**src/rtl/vscale_dmem_responder_pkg.sv**
```systemverilog
// Shared encodings for the vscale data-memory responder: funct3 access sizes,
// responder states and the request-legality helpers used by the address-phase decode.
package vscale_dmem_responder_pkg;

    localparam logic [2:0] DMEM_SIZE_B  = 3'd0;
    localparam logic [2:0] DMEM_SIZE_H  = 3'd1;
    localparam logic [2:0] DMEM_SIZE_W  = 3'd2;
    localparam logic [2:0] DMEM_SIZE_BU = 3'd4;
    localparam logic [2:0] DMEM_SIZE_HU = 3'd5;

    typedef enum logic [1:0] {
        DRESP_IDLE = 2'd0,
        DRESP_BUSY = 2'd1,
        DRESP_ERR  = 2'd2
    } dresp_state_e;

    function automatic logic size_legal(input logic [2:0] size);
        case (size)
            DMEM_SIZE_B, DMEM_SIZE_H, DMEM_SIZE_W,
            DMEM_SIZE_BU, DMEM_SIZE_HU: size_legal = 1'b1;
            default:                    size_legal = 1'b0;
        endcase
    endfunction

    function automatic logic misaligned(input logic [2:0] size, input logic [1:0] byte_off);
        case (size)
            DMEM_SIZE_H, DMEM_SIZE_HU: misaligned = byte_off[0];
            DMEM_SIZE_W:               misaligned = |byte_off;
            default:                   misaligned = 1'b0;
        endcase
    endfunction

endpackage

```
**src/rtl/vscale_dmem_responder_lane_steer.sv**
```systemverilog
// Combinational byte-lane steering: store mask/data replication toward the word-wide
// memory, and load lane select with sign/zero extension back toward the core.
module vscale_dmem_lane_steer
    import vscale_dmem_responder_pkg::*;
(
    input  logic [2:0]  size,
    input  logic [1:0]  byte_off,
    input  logic [31:0] st_data,
    output logic [3:0]  st_mask,
    output logic [31:0] st_lanes,
    input  logic [31:0] ld_word,
    output logic [31:0] ld_data
);

    logic [7:0]  ld_byte;
    logic [15:0] ld_half;

    always_comb begin
        st_mask  = 4'hF;
        st_lanes = st_data;
        // BU/HU share the B/H lane layout, so only the low two size bits matter here.
        case (size[1:0])
            2'b00: begin
                st_mask  = 4'b0001 << byte_off;
                st_lanes = {4{st_data[7:0]}};
            end
            2'b01: begin
                st_mask  = 4'b0011 << byte_off;
                st_lanes = {2{st_data[15:0]}};
            end
            default: ;
        endcase
    end

    always_comb begin
        case (byte_off)
            2'd0:    ld_byte = ld_word[7:0];
            2'd1:    ld_byte = ld_word[15:8];
            2'd2:    ld_byte = ld_word[23:16];
            default: ld_byte = ld_word[31:24];
        endcase
        ld_half = byte_off[1] ? ld_word[31:16] : ld_word[15:0];

        case (size)
            DMEM_SIZE_B:  ld_data = {{24{ld_byte[7]}}, ld_byte};
            DMEM_SIZE_H:  ld_data = {{16{ld_half[15]}}, ld_half};
            DMEM_SIZE_BU: ld_data = {24'd0, ld_byte};
            DMEM_SIZE_HU: ld_data = {16'd0, ld_half};
            default:      ld_data = ld_word;
        endcase
    end

endmodule

```
**src/rtl/vscale_dmem_responder.sv**
```systemverilog
// Slave end of the vscale dmem port: address phase in DX is registered and served as a
// data phase in WB through a req/ready handshake, with misalign/range/timeout errors.
module vscale_dmem_responder
    import vscale_dmem_responder_pkg::*;
#(
    parameter int ADDR_WIDTH     = 16,
    parameter int TIMEOUT_CYCLES = 16,
    parameter int CNT_WIDTH      = 5
) (
    input  logic                  clk,
    input  logic                  reset,
    input  logic                  dmem_en,
    input  logic                  dmem_wen,
    input  logic [2:0]            dmem_size,
    input  logic [31:0]           dmem_addr,
    input  logic [31:0]           dmem_wdata,
    output logic [31:0]           dmem_rdata,
    output logic                  dmem_wait,
    output logic                  dmem_badmem_e,
    output logic                  mem_req,
    output logic                  mem_we,
    output logic [ADDR_WIDTH-3:0] mem_addr,
    output logic [3:0]            mem_wmask,
    output logic [31:0]           mem_wdata,
    input  logic [31:0]           mem_rdata,
    input  logic                  mem_ready
);

    localparam logic [CNT_WIDTH-1:0] TO_LAST = CNT_WIDTH'(TIMEOUT_CYCLES - 1);

    dresp_state_e          state_q, state_d;
    logic                  wen_q, wen_d;
    logic [2:0]            size_q, size_d;
    logic [ADDR_WIDTH-1:0] addr_q, addr_d;
    logic [CNT_WIDTH-1:0]  cnt_q, cnt_d;

    logic        busy, timeout, accept, req_err;
    logic [3:0]  st_mask;
    logic [31:0] st_lanes, ld_data;

    vscale_dmem_lane_steer u_steer (
        .size     (size_q),
        .byte_off (addr_q[1:0]),
        .st_data  (dmem_wdata),
        .st_mask  (st_mask),
        .st_lanes (st_lanes),
        .ld_word  (mem_rdata),
        .ld_data  (ld_data)
    );

    always_comb begin
        busy    = (state_q == DRESP_BUSY);
        timeout = busy && (cnt_q == TO_LAST);

        // ready beats timeout when both land on the same cycle
        dmem_wait     = busy && !mem_ready && !timeout;
        dmem_badmem_e = (state_q == DRESP_ERR) || (timeout && !mem_ready);

        mem_req    = busy;
        mem_we     = busy && wen_q;
        mem_addr   = busy ? addr_q[ADDR_WIDTH-1:2] : '0;
        mem_wmask  = (busy && wen_q) ? st_mask : 4'd0;
        mem_wdata  = (busy && wen_q) ? st_lanes : 32'd0;
        dmem_rdata = (busy && mem_ready && !wen_q) ? ld_data : 32'd0;

        accept  = dmem_en && !dmem_wait;
        req_err = !size_legal(dmem_size) || misaligned(dmem_size, dmem_addr[1:0])
                  || (|dmem_addr[31:ADDR_WIDTH]);

        state_d = state_q;
        wen_d   = wen_q;
        size_d  = size_q;
        addr_d  = addr_q;
        cnt_d   = cnt_q;

        if (accept) begin
            wen_d   = dmem_wen;
            size_d  = dmem_size;
            addr_d  = dmem_addr[ADDR_WIDTH-1:0];
            cnt_d   = '0;
            state_d = req_err ? DRESP_ERR : DRESP_BUSY;
        end else if (!dmem_wait) begin
            cnt_d   = '0;
            state_d = DRESP_IDLE;
        end else begin
            cnt_d   = cnt_q + 1'b1;
        end
    end

    always_ff @(posedge clk or negedge reset) begin
        if (!reset) begin
            state_q <= DRESP_IDLE;
            wen_q   <= 1'b0;
            size_q  <= 3'd0;
            addr_q  <= '0;
            cnt_q   <= '0;
        end else begin
            state_q <= state_d;
            wen_q   <= wen_d;
            size_q  <= size_d;
            addr_q  <= addr_d;
            cnt_q   <= cnt_d;
        end
    end

endmodule
```
**config.mk**
```make
export PLATFORM = sky130hd
export DESIGN_NAME = vscale_dmem_responder
export DESIGN_NICKNAME = d
export VERILOG_FILES = /design/src/rtl/vscale_dmem_responder_pkg.sv /design/src/rtl/vscale_dmem_responder_lane_steer.sv /design/src/rtl/vscale_dmem_responder.sv
export SDC_FILE = /design/constraint.sdc
export NUM_CORES = 1
export LEC_CHECK = 0
export ABC_AREA = 0
export ABC_CLOCK_PERIOD_IN_PS = 5500
export CAP_MARGIN = 20
export CORE_AREA = 3 3 89 91
export CTS_BUF_LIST = sky130_fd_sc_hd__clkbuf_2
export CTS_CLUSTER_DIAMETER = 30
export DETAILED_ROUTE_END_ITERATION = 6
export DIE_AREA = 0 0 92 94
export PLACE_DENSITY_LB_ADDON = 0.05
export SETUP_SLACK_MARGIN = 0.05
export SKIP_LAST_GASP = 1
export SLEW_MARGIN = 15
export SYNTH_ARGS = -nofsm -noshare
export SYNTH_HDL_FRONTEND = slang
export SYNTH_HIERARCHICAL = 1
export SYNTH_SLANG_ARGS = --single-unit
```
**constraint.sdc**
```tcl
create_clock -name clk -period 5.5 [get_ports clk]
set_clock_uncertainty 0.05 [all_clocks]
set_input_delay 1.375 -clock clk [delete_from_list [all_inputs] [get_ports clk]]
set_output_delay 1.375 -clock clk [all_outputs]
set_load 0.02 [all_outputs]
```
==> reports/metrics.cfg, run 1 <==
[outcome]
status=complete, no violations

[critical_path]
required_ns=4.07
worstSetupPathType=input pin to primary output
start_kind=input pin
reg2reg_slack_ns=3.01
crit_fanout=8
r2r_cells=6
cp-end-kind=primary output
cp.arrival_ns=3.60

[sta]
finalWorstSetupSlack_ns=0.477
finalHoldViolCount=0
finalSetupViolCount=0
finalCritPeriodShare=0.913
fin_setup_tns_ns=0
max_freq_ghz=0.199
timing.slew.headroom=0.349
hold_slack_ns=0.430
rsz0062_at_grt=no
maxSlewViolCount=0
tightest_slew_ns=0.976
period_minus_slack_ns=5.02

[yosys]
ys_types=40
ys_ff_latch=27
synth_warnings=6
synth_edf_count=0
netlist_area_um2=2910
netlist_instances=348
synth-seq-area-share=0.232
synthesis.nets=454
synth_top_area_frac=0.232
synthFlopType=dfrtp_1
synth.avg_cell_area_um2=8.37
synth_area_leaders=dfrtp_1, and2_1, mux2_4, and3_1, nand2_1
netlist.top_cell.by_area=dfrtp_1
synthArstFlopShare=1.00

[floorplanning]
fp.dieH_um=94
die-width_um=92
core-area_um2=7210
placementRows=31
io_pins=190
dieArea_um2=8650
start_util=0.404

[drt]
vias_per_cell=5.05
drtIter0Drc=143
vias=3069
drt-wirelength-per-cell_um=15.9
drc_errors=0
dr.pass1.iters=6
postRouteAntennaNets=0
drt_wl_total_um=9650

[run]
drv_cap=0

[global_route]
grt_max_degree=40
antenna_found_initial=0
grt_usage=0.213
gr-total-overflow=0
grt_pass1_wl_um=15100
grt_pass1_vias=2966

[cells_and_area]
diodes=0
fillers=644
nets=616
drive_above_1_share=0.100
postLayoutCoreUtil=0.663
synthToLayoutAreaGrowth_pct=64.3

[worst_hold_path]
hold_path.class=flip-flop to flip-flop
hold_path_depth=1

[clocking]
clkSinkCount=27
h-tree-depth=1
cts_tree=done
cts.path.max_buffers=2
path_clk_slew_ns=0.24
cts_resized=0
cts_root_buf=clkbuf_2
cts_hold_buf=0
cts_buffers=3
post-cts-setup-buffers=0
clock_latency_ns=0.34

[power_and_ir_drop]
p_leak_nw=2.16
power.density_nw_per_um2=116
peakVddDrop_v=0.000134

[placement]
dp.final_hpwl_um=7420
pre_cts_slack_ns=0.486
place_congestion=0.829
io_buffers=189

[through the flow]
step / cell area (µm²) / instances / total power, mW
after global routing: 4780 / 608 / 0.590
after global placement: 4740 / 603 / 0.475
after CTS: 4780 / 608 / 0.556
final: 4780 / 608 / 0.554
after floorplan: 2910 / 348 / 0.376
after detailed placement: 4760 / 604 / 0.480
[cells by family (layout without fill, tap and decap cells)]
kind of cell | after synthesis | after routing | synth area share
and+or+nand+nor | 178 | 178 | 0.335
adders and majority gates | 2 | 2 | 0.00859
AOI/OAI and AO/OA | 48 | 48 | 0.116
DFF | 27 | 27 | 0.232
buffers and inverters | 43 | 204 | 0.0872
muxes | 48 | 48 | 0.215
xor gates and xnor gates | 2 | 2 | 0.00602
[critical path, cell delays in order]
cell and delay (ns):
clkdlybuf4s50_1 0.45, mux4_2 0.51, and3b_1 0.29, a221o_1 0.30, and2_1 0.14, clkdlybuf4s50_1 0.53
[power breakdown]
| group | internal (mW) | switching, mW | leakage (nW) |
|---|---|---|---|
| clock network | 0.0192 | 0.0568 | 0.0166 |
| registers | 0.214 | 0.0296 | 0.328 |
| logic | 0.148 | 0.0872 | 1.82 |
| total | 0.381 | 0.174 | 2.16 |
[layout by cell type, fill, tap and decap left out, types with 6 or more instances in the layout]
master	count
a221o_1	8
a2bb2oi_1	7
and2_1	48
and3_1	37
clkdlybuf4s50_1	189
dfrtp_1	26
mux2_2	17
mux2_4	19
mux2i_1	10
nand2_1	51
nand2b_1	6
nand3_1	6
nor2_1	11
nor2b_1	7
o21ai_0	18
[registers in the layout, indices dropped and copies added (netlist names)]
name     cells
cnt_q        5
addr_q      16
wen_q        1
size_q       3
state_q      2
[layout make-up]
type                            count  area [µm²]  area share
Tap cell                           99         124      0.0259
Multi-Input combinational cell    278        1990       0.415
Timing Repair Buffer              195        1960       0.409
Sequential cell                    27         677       0.142
Clock buffer                        4        20.0     0.00419
Inverter                            5        18.8     0.00392
[final timing paths]
| path | from | endpoint |
|---|---|---|
| min in group asynchronous | reset | addr_q[8] |
| max in group asynchronous | reset | size_q[1] |
| worst max register to register | cnt_q[0] | addr_q[0] |
| worst min register to register | cnt_q[0] | cnt_q[0] |
| worst min-delay path | cnt_q[0] | cnt_q[0] |
| worst max-delay path | mem_rdata[31] | dmem_rdata[15] |
[synthesized netlist by cell type, types with 3 or more instances]
cell,n
nor2_1,11
a21o_1,4
mux2_2,17
o22a_1,3
inv_1,5
mux2i_1,10
and2_1,48
buf_2,6
nor2b_1,7
mux2_4,19
nand2b_1,6
nand2_1,51
nor4_1,4
nand3_1,6
a221o_1,8
o21ai_0,18
clkbuf_1,18
dfrtp_1,27
buf_4,8
a2bb2oi_1,7
a21oi_1,5
and3_1,37
buf_6,3
[per-layer routing]
layer	global-route usage	routed length, µm
met5	0	0
met4	0.0470	123
met3	0.0385	766
met2	0.378	4640
met1	0.268	4120
Power figures use the tool's default switching activity.
==> run 2, diff against run 1 <==
CAP_MARGIN = 15   (was 20)
CORE_AREA = 2 2 88 90   (was 3 3 89 91)
DIE_AREA = 0 0 90 92   (was 0 0 92 94)
PLACE_DENSITY = 0.87   (was default)
PLACE_DENSITY_LB_ADDON = default   (was 0.05)
==> run 2 against run 1 <==
Via count rose by 2.4%. Fmax decreased by 0.67%. Largest power group unchanged. Sequential cell count unchanged. Combinational power about the same. Cell count up 0.33%. Global-route usage is 0.48 points higher. Register-to-register slack lost 0.04 ns. Critical path type unchanged. Highest routed layer unchanged. Worst setup slack worse by 0.034 ns. Core utilization down 2.4 points. Worst hold slack got worse by 0.0042 ns. Non-clock buffer count down 1. Sequential power barely moved. Largest cell class unchanged.
==> reports/metrics.cfg, run 2 (synthesis results as in run 1) <==
[placement]
io_buffers=189  ; unchanged
pre_cts_slack_ns=0.450  ; -0.0364 ns
dp.final_hpwl_um=7230  ; -2.5%
place_congestion=0.846  ; +2.0%

[critical_path]
worstSetupPathType=input pin to primary output
critPathTopFamily=buffers and inverters
path_cells=clkdlybuf4s50_1 > mux4_2 > and3b_1 > a221o_1 > and2_1 > clkdlybuf4s50_1
required_ns=4.07  ; about the same
slowest_delay_ns=0.53  ; about the same
crit_buf_inv=2  ; unchanged
critPathMostFrequentCell=clkdlybuf4s50_1
cp.arrival_ns=3.63  ; +0.03 ns
cp-end-kind=primary output
crit_fanout=8  ; unchanged
critPathSlowestCell=clkdlybuf4s50_1
start_kind=input pin

[floorplanning]
placementRows=32  ; +3.2%
fp.dieH_um=92  ; -2.1%
io_pins=190  ; unchanged
start_util=0.391  ; -0.0126
die-width_um=90  ; -2.2%
core-area_um2=7450  ; +3.2%
dieArea_um2=8280  ; -4.3%

[global_route]
antenna_found_initial=0  ; unchanged
grt_pass1_wl_um=15100  ; -0.27%
grt_max_degree=53  ; +33%
grt_pass1_vias=3227  ; +8.8%
gr-total-overflow=0  ; unchanged
grt_usage=0.217  ; +0.00477

[sta]
period_minus_slack_ns=5.06  ; +0.0338 ns
rsz0062_at_grt=no
timing.slew.headroom=0.380  ; +0.0306
finalSetupViolCount=0  ; unchanged
tightest_slew_ns=0.930  ; -0.0459 ns
fin_setup_tns_ns=0  ; unchanged
finalCritPeriodShare=0.919  ; +0.00615
finalHoldViolCount=0  ; unchanged
maxSlewViolCount=0  ; unchanged
max_freq_ghz=0.198  ; -0.67%
finalWorstSetupSlack_ns=0.443  ; -0.0338 ns

[drt]
vias=3142  ; +2.4%
drc_errors=0  ; unchanged
vias_per_cell=5.15  ; +2.0%
drt_wl_total_um=9320  ; -3.4%
postRouteAntennaNets=0  ; unchanged
drt-wirelength-per-cell_um=15.3  ; -3.7%
drtIter0Drc=164  ; +15%
dr.pass1.iters=4  ; -2

[cells_and_area]
regMostFlops=addr_q
synthToLayoutAreaGrowth_pct=63.5
final_cell_mix=clkdlybuf4s50_1, nand2_1, and2_1
largest_reg_flops=16  ; unchanged
nets=615  ; -0.16%
diodes=0  ; unchanged
reg_top3=addr_q (16), cnt_q (5), size_q (3)
final_common_cell=clkdlybuf4s50_1
drive_above_1_share=0.100  ; +0.000197

[clocking]
cts_hold_buf=0  ; unchanged
cts_tree=done
post-cts-setup-buffers=0  ; unchanged
clkSinkCount=27  ; unchanged
cts_resized=0  ; unchanged
cts.path.max_buffers=2  ; unchanged
h-tree-depth=1  ; unchanged
clock_latency_ns=0.36  ; +0.02 ns
path_clk_slew_ns=0.25  ; about the same
cts_root_buf=clkbuf_2
cts_buffers=3  ; unchanged

[outcome]
status=complete, no violations

[power_and_ir_drop]
peakVddDrop_v=0.0000902  ; -33%
p_leak_nw=2.15  ; -0.64%
power.density_nw_per_um2=117  ; +0.67%
total_power_mw=0.555  ; +0.17%

[run]
drv_cap=0  ; unchanged

[worst_hold_path]
hold_path.class=flip-flop to flip-flop

-- run 2: stage by stage --
stage	cells	util	hold slack, ns	cell area, µm²
2_1_floorplan	348	-	0.381	2910
3_3_place_gp	606	0.636	0.398	4740
3_5_place_dp	606	0.636	0.402	4740
4_1_cts	610	0.639	0.429	4760
5_1_grt	610	0.639	0.448	4760
6_report	610	0.639	0.426	4760
-- run 2: metal layers --
metal | vias up | global-route usage | routed length, µm
li1 | 1520 | - | -
met1 | 1476 | 0.248 | 3670
met2 | 130 | 0.404 | 4810
met3 | 16 | 0.0485 | 672
met4 | 0 | 0.0654 | 174
met5 | - | 0 | 0
-- run 2: worst reg2reg max path, stage by stage, from the launching register on --
cell	delay, ns
dfrtp_1	0.45
ha_1	0.23
and3_1	0.20
ha_1	0.20
or4b_1	0.67
nand2_8	0.29
mux2_2	0.37
-- run 2: power breakdown --
group,internal (mW),switching (mW)
Clock,0.0192,0.0581
Combinational,0.148,0.0895
Sequential,0.214,0.0268
Total,0.381,0.174
-- run 2: final timing paths --
path,start,to,slack (ns),depth (start not counted)
min in group asynchronous,reset,addr_q[0],1.29,2
worst min-delay path,cnt_q[0],cnt_q[0],0.43,1
max in group asynchronous,reset,size_q[1],3.85,2
worst min register to register,cnt_q[0],cnt_q[0],0.43,1
worst max-delay path,mem_rdata[15],dmem_rdata[8],0.44,6
worst max register to register,cnt_q[0],addr_q[0],2.97,6
-- run 2: layout make-up --
type / instances / area (µm²)
timing repair buffer: 194 / 1930
sequential: 27 / 677
multi-input combinational: 278 / 1990
tap: 102 / 128
clock buffer: 4 / 20.0
fill: 636 / 2690
inverter: 5 / 18.8
==> run 3, diff against run 2 <==
ABC_CLOCK_PERIOD_IN_PS = default   (was 5500)
CORE_AREA = 2 2 75 105   (was 2 2 88 90)
DIE_AREA = 0 0 77 107   (was 0 0 90 92)
GPL_TIMING_DRIVEN = 1   (was default)
PLACE_DENSITY = 0.88   (was 0.87)
==> run 3 against run 2 <==
Core utilization increased by 0.83 points. Critical path depth unchanged. Die area fell by 0.50%. Worst hold slack improved by 0.013 ns. Via count is 0.38% lower.
==> reports/metrics.cfg, run 3 (synthesis results as in run 1) <==
[clocking]
cts_root_buf=clkbuf_2
cts_resized=0  ; unchanged
clock_latency_ns=0.36  ; about the same
clkSinkCount=27  ; unchanged
cts_tree=done
h-tree-depth=1  ; unchanged
cts_buffers=3  ; unchanged
cts_hold_buf=0  ; unchanged
cts.path.max_buffers=2  ; unchanged
post-cts-setup-buffers=0  ; unchanged
path_clk_slew_ns=0.27  ; +0.02 ns

[power_and_ir_drop]
combPwrFrac=0.433  ; +0.005
p_leak_nw=2.13  ; -0.65%
p_int_mw=0.377  ; -1.0%
p_sw_mw=0.179  ; +2.5%
swShare=0.322  ; +0.00757
sequentialPowerShare=0.428  ; -0.005
power_frac_clock=0.138  ; about the same
power.density_nw_per_um2=117  ; +0.59%
total_power_mw=0.556  ; about the same
peakVddDrop_v=0.000117  ; +30%

[worst_hold_path]
hold_path.class=flip-flop to flip-flop

[cells_and_area]
largest_reg_flops=16  ; unchanged
diodes=0  ; unchanged
final_cell_mix=clkdlybuf4s50_1, nand2_1, and2_1
postLayoutCoreUtil=0.647  ; +0.00834
regMostFlops=addr_q
synthToLayoutAreaGrowth_pct=62.7
final_common_cell=clkdlybuf4s50_1
reg_top3=addr_q (16), cnt_q (5), size_q (3)
drive_above_1_share=0.0988  ; -0.00158
fillers=640  ; +0.63%
nets=613  ; -0.33%

[sta]
fin_setup_tns_ns=0  ; unchanged
finalSetupViolCount=0  ; unchanged
tightest_slew_ns=0.992  ; +0.0619 ns
max_freq_ghz=0.199  ; +0.67%
period_minus_slack_ns=5.02  ; -0.0338 ns
finalCritPeriodShare=0.913  ; -0.00615
timing.slew.headroom=0.339  ; -0.0413
maxSlewViolCount=0  ; unchanged
finalWorstSetupSlack_ns=0.477  ; +0.0338 ns
rsz0062_at_grt=no
finalHoldViolCount=0  ; unchanged

[drt]
drc_errors=0  ; unchanged
postRouteAntennaNets=0  ; unchanged
vias_per_cell=5.19  ; +0.77%
drt_wl_total_um=9670  ; +3.7%
vias=3130  ; -0.38%
dr.pass1.iters=4  ; unchanged
drtIter0Drc=118  ; -28%
drt-wirelength-per-cell_um=16.0  ; +4.9%

[global_route]
antenna_found_initial=0  ; unchanged
grt_usage=0.228  ; +0.0110
grt_max_degree=59  ; +11%
grt_pass1_vias=3105  ; -3.8%
gr-total-overflow=0  ; unchanged
grt_pass1_wl_um=15300  ; +1.4%

[critical_path]
path_cells=clkdlybuf4s50_1 > mux4_2 > and3b_1 > a221o_1 > and2_1 > clkdlybuf4s50_1
crit_buf_inv=2  ; unchanged
critPathMostFrequentCell=clkdlybuf4s50_1
cp.arrival_ns=3.60  ; -0.03 ns
critPathSlowestCell=clkdlybuf4s50_1
crit_fanout=8  ; unchanged
worstSetupPathType=input pin to primary output
slowest_delay_ns=0.54  ; about the same
required_ns=4.07  ; about the same
start_kind=input pin
critPathTopFamily=buffers and inverters
cp-end-kind=primary output

[floorplanning]
start_util=0.398  ; +0.00709
die-width_um=77  ; -14%
io_pins=190  ; unchanged
dieArea_um2=8240  ; -0.50%
core-area_um2=7310  ; -1.8%
placementRows=37  ; +16%
fp.dieH_um=107  ; +16%

[run]
drv_cap=0  ; unchanged

[placement]
io_buffers=189  ; unchanged
pre_cts_slack_ns=0.482  ; +0.0316 ns
dp.final_hpwl_um=7560  ; +4.5%
place_congestion=0.840  ; -0.76%

[outcome]
status=complete, no violations

run 3: worst paths after layout:
check / from / cells after the start / to / slack, ns
worst max-delay path: mem_rdata[31] / 6 / dmem_rdata[11] / 0.48
worst min-delay path: cnt_q[0] / 1 / cnt_q[0] / 0.44
worst max register to register: cnt_q[0] / 6 / addr_q[11] / 2.98
worst min register to register: cnt_q[0] / 1 / cnt_q[0] / 0.44
max in group asynchronous: reset / 1 / size_q[1] / 4.10
min in group asynchronous: reset / 1 / addr_q[2] / 0.90
run 3: power by group through the flow:
stage	clock, mW	sequential, mW	combinational, mW
2_1_floorplan	0	0.225	0.151
3_3_place_gp	0	0.240	0.235
3_5_place_dp	0	0.241	0.240
4_1_cts	0.0784	0.238	0.241
5_1_grt	0.0878	0.242	0.261
6_report	0.0769	0.238	0.241
run 3: routing by layer:
layer | global-route usage | routed length, µm | up-vias
met5 | 0 | 0 | -
met4 | 0.0612 | 187 | 0
met3 | 0.0320 | 703 | 12
met2 | 0.442 | 5190 | 156
met1 | 0.259 | 3590 | 1444
li1 | - | - | 1518
run 3: final cells by class:
| cell class | count | area [µm²] | share of cell area |
|---|---|---|---|
| multi-input cells | 278 | 1990 | 0.420 |
| repair buffers | 192 | 1910 | 0.403 |
| flip-flops and latches | 27 | 677 | 0.143 |
| well taps | 97 | 121 | 0.0256 |
| inverters | 5 | 18.8 | 0.00396 |
| clock buffers | 3 | 15.0 | 0.00317 |
| clock inverters | 1 | 7.51 | 0.00159 |
run 3: through the flow:
stage,hold slack [ns],cells,instance area (µm²)
after floorplan,0.381,348,2910
after global placement,0.394,599,4720
after detailed placement,0.416,599,4720
after CTS,0.448,603,4740
after global routing,0.454,603,4740
final,0.439,603,4740
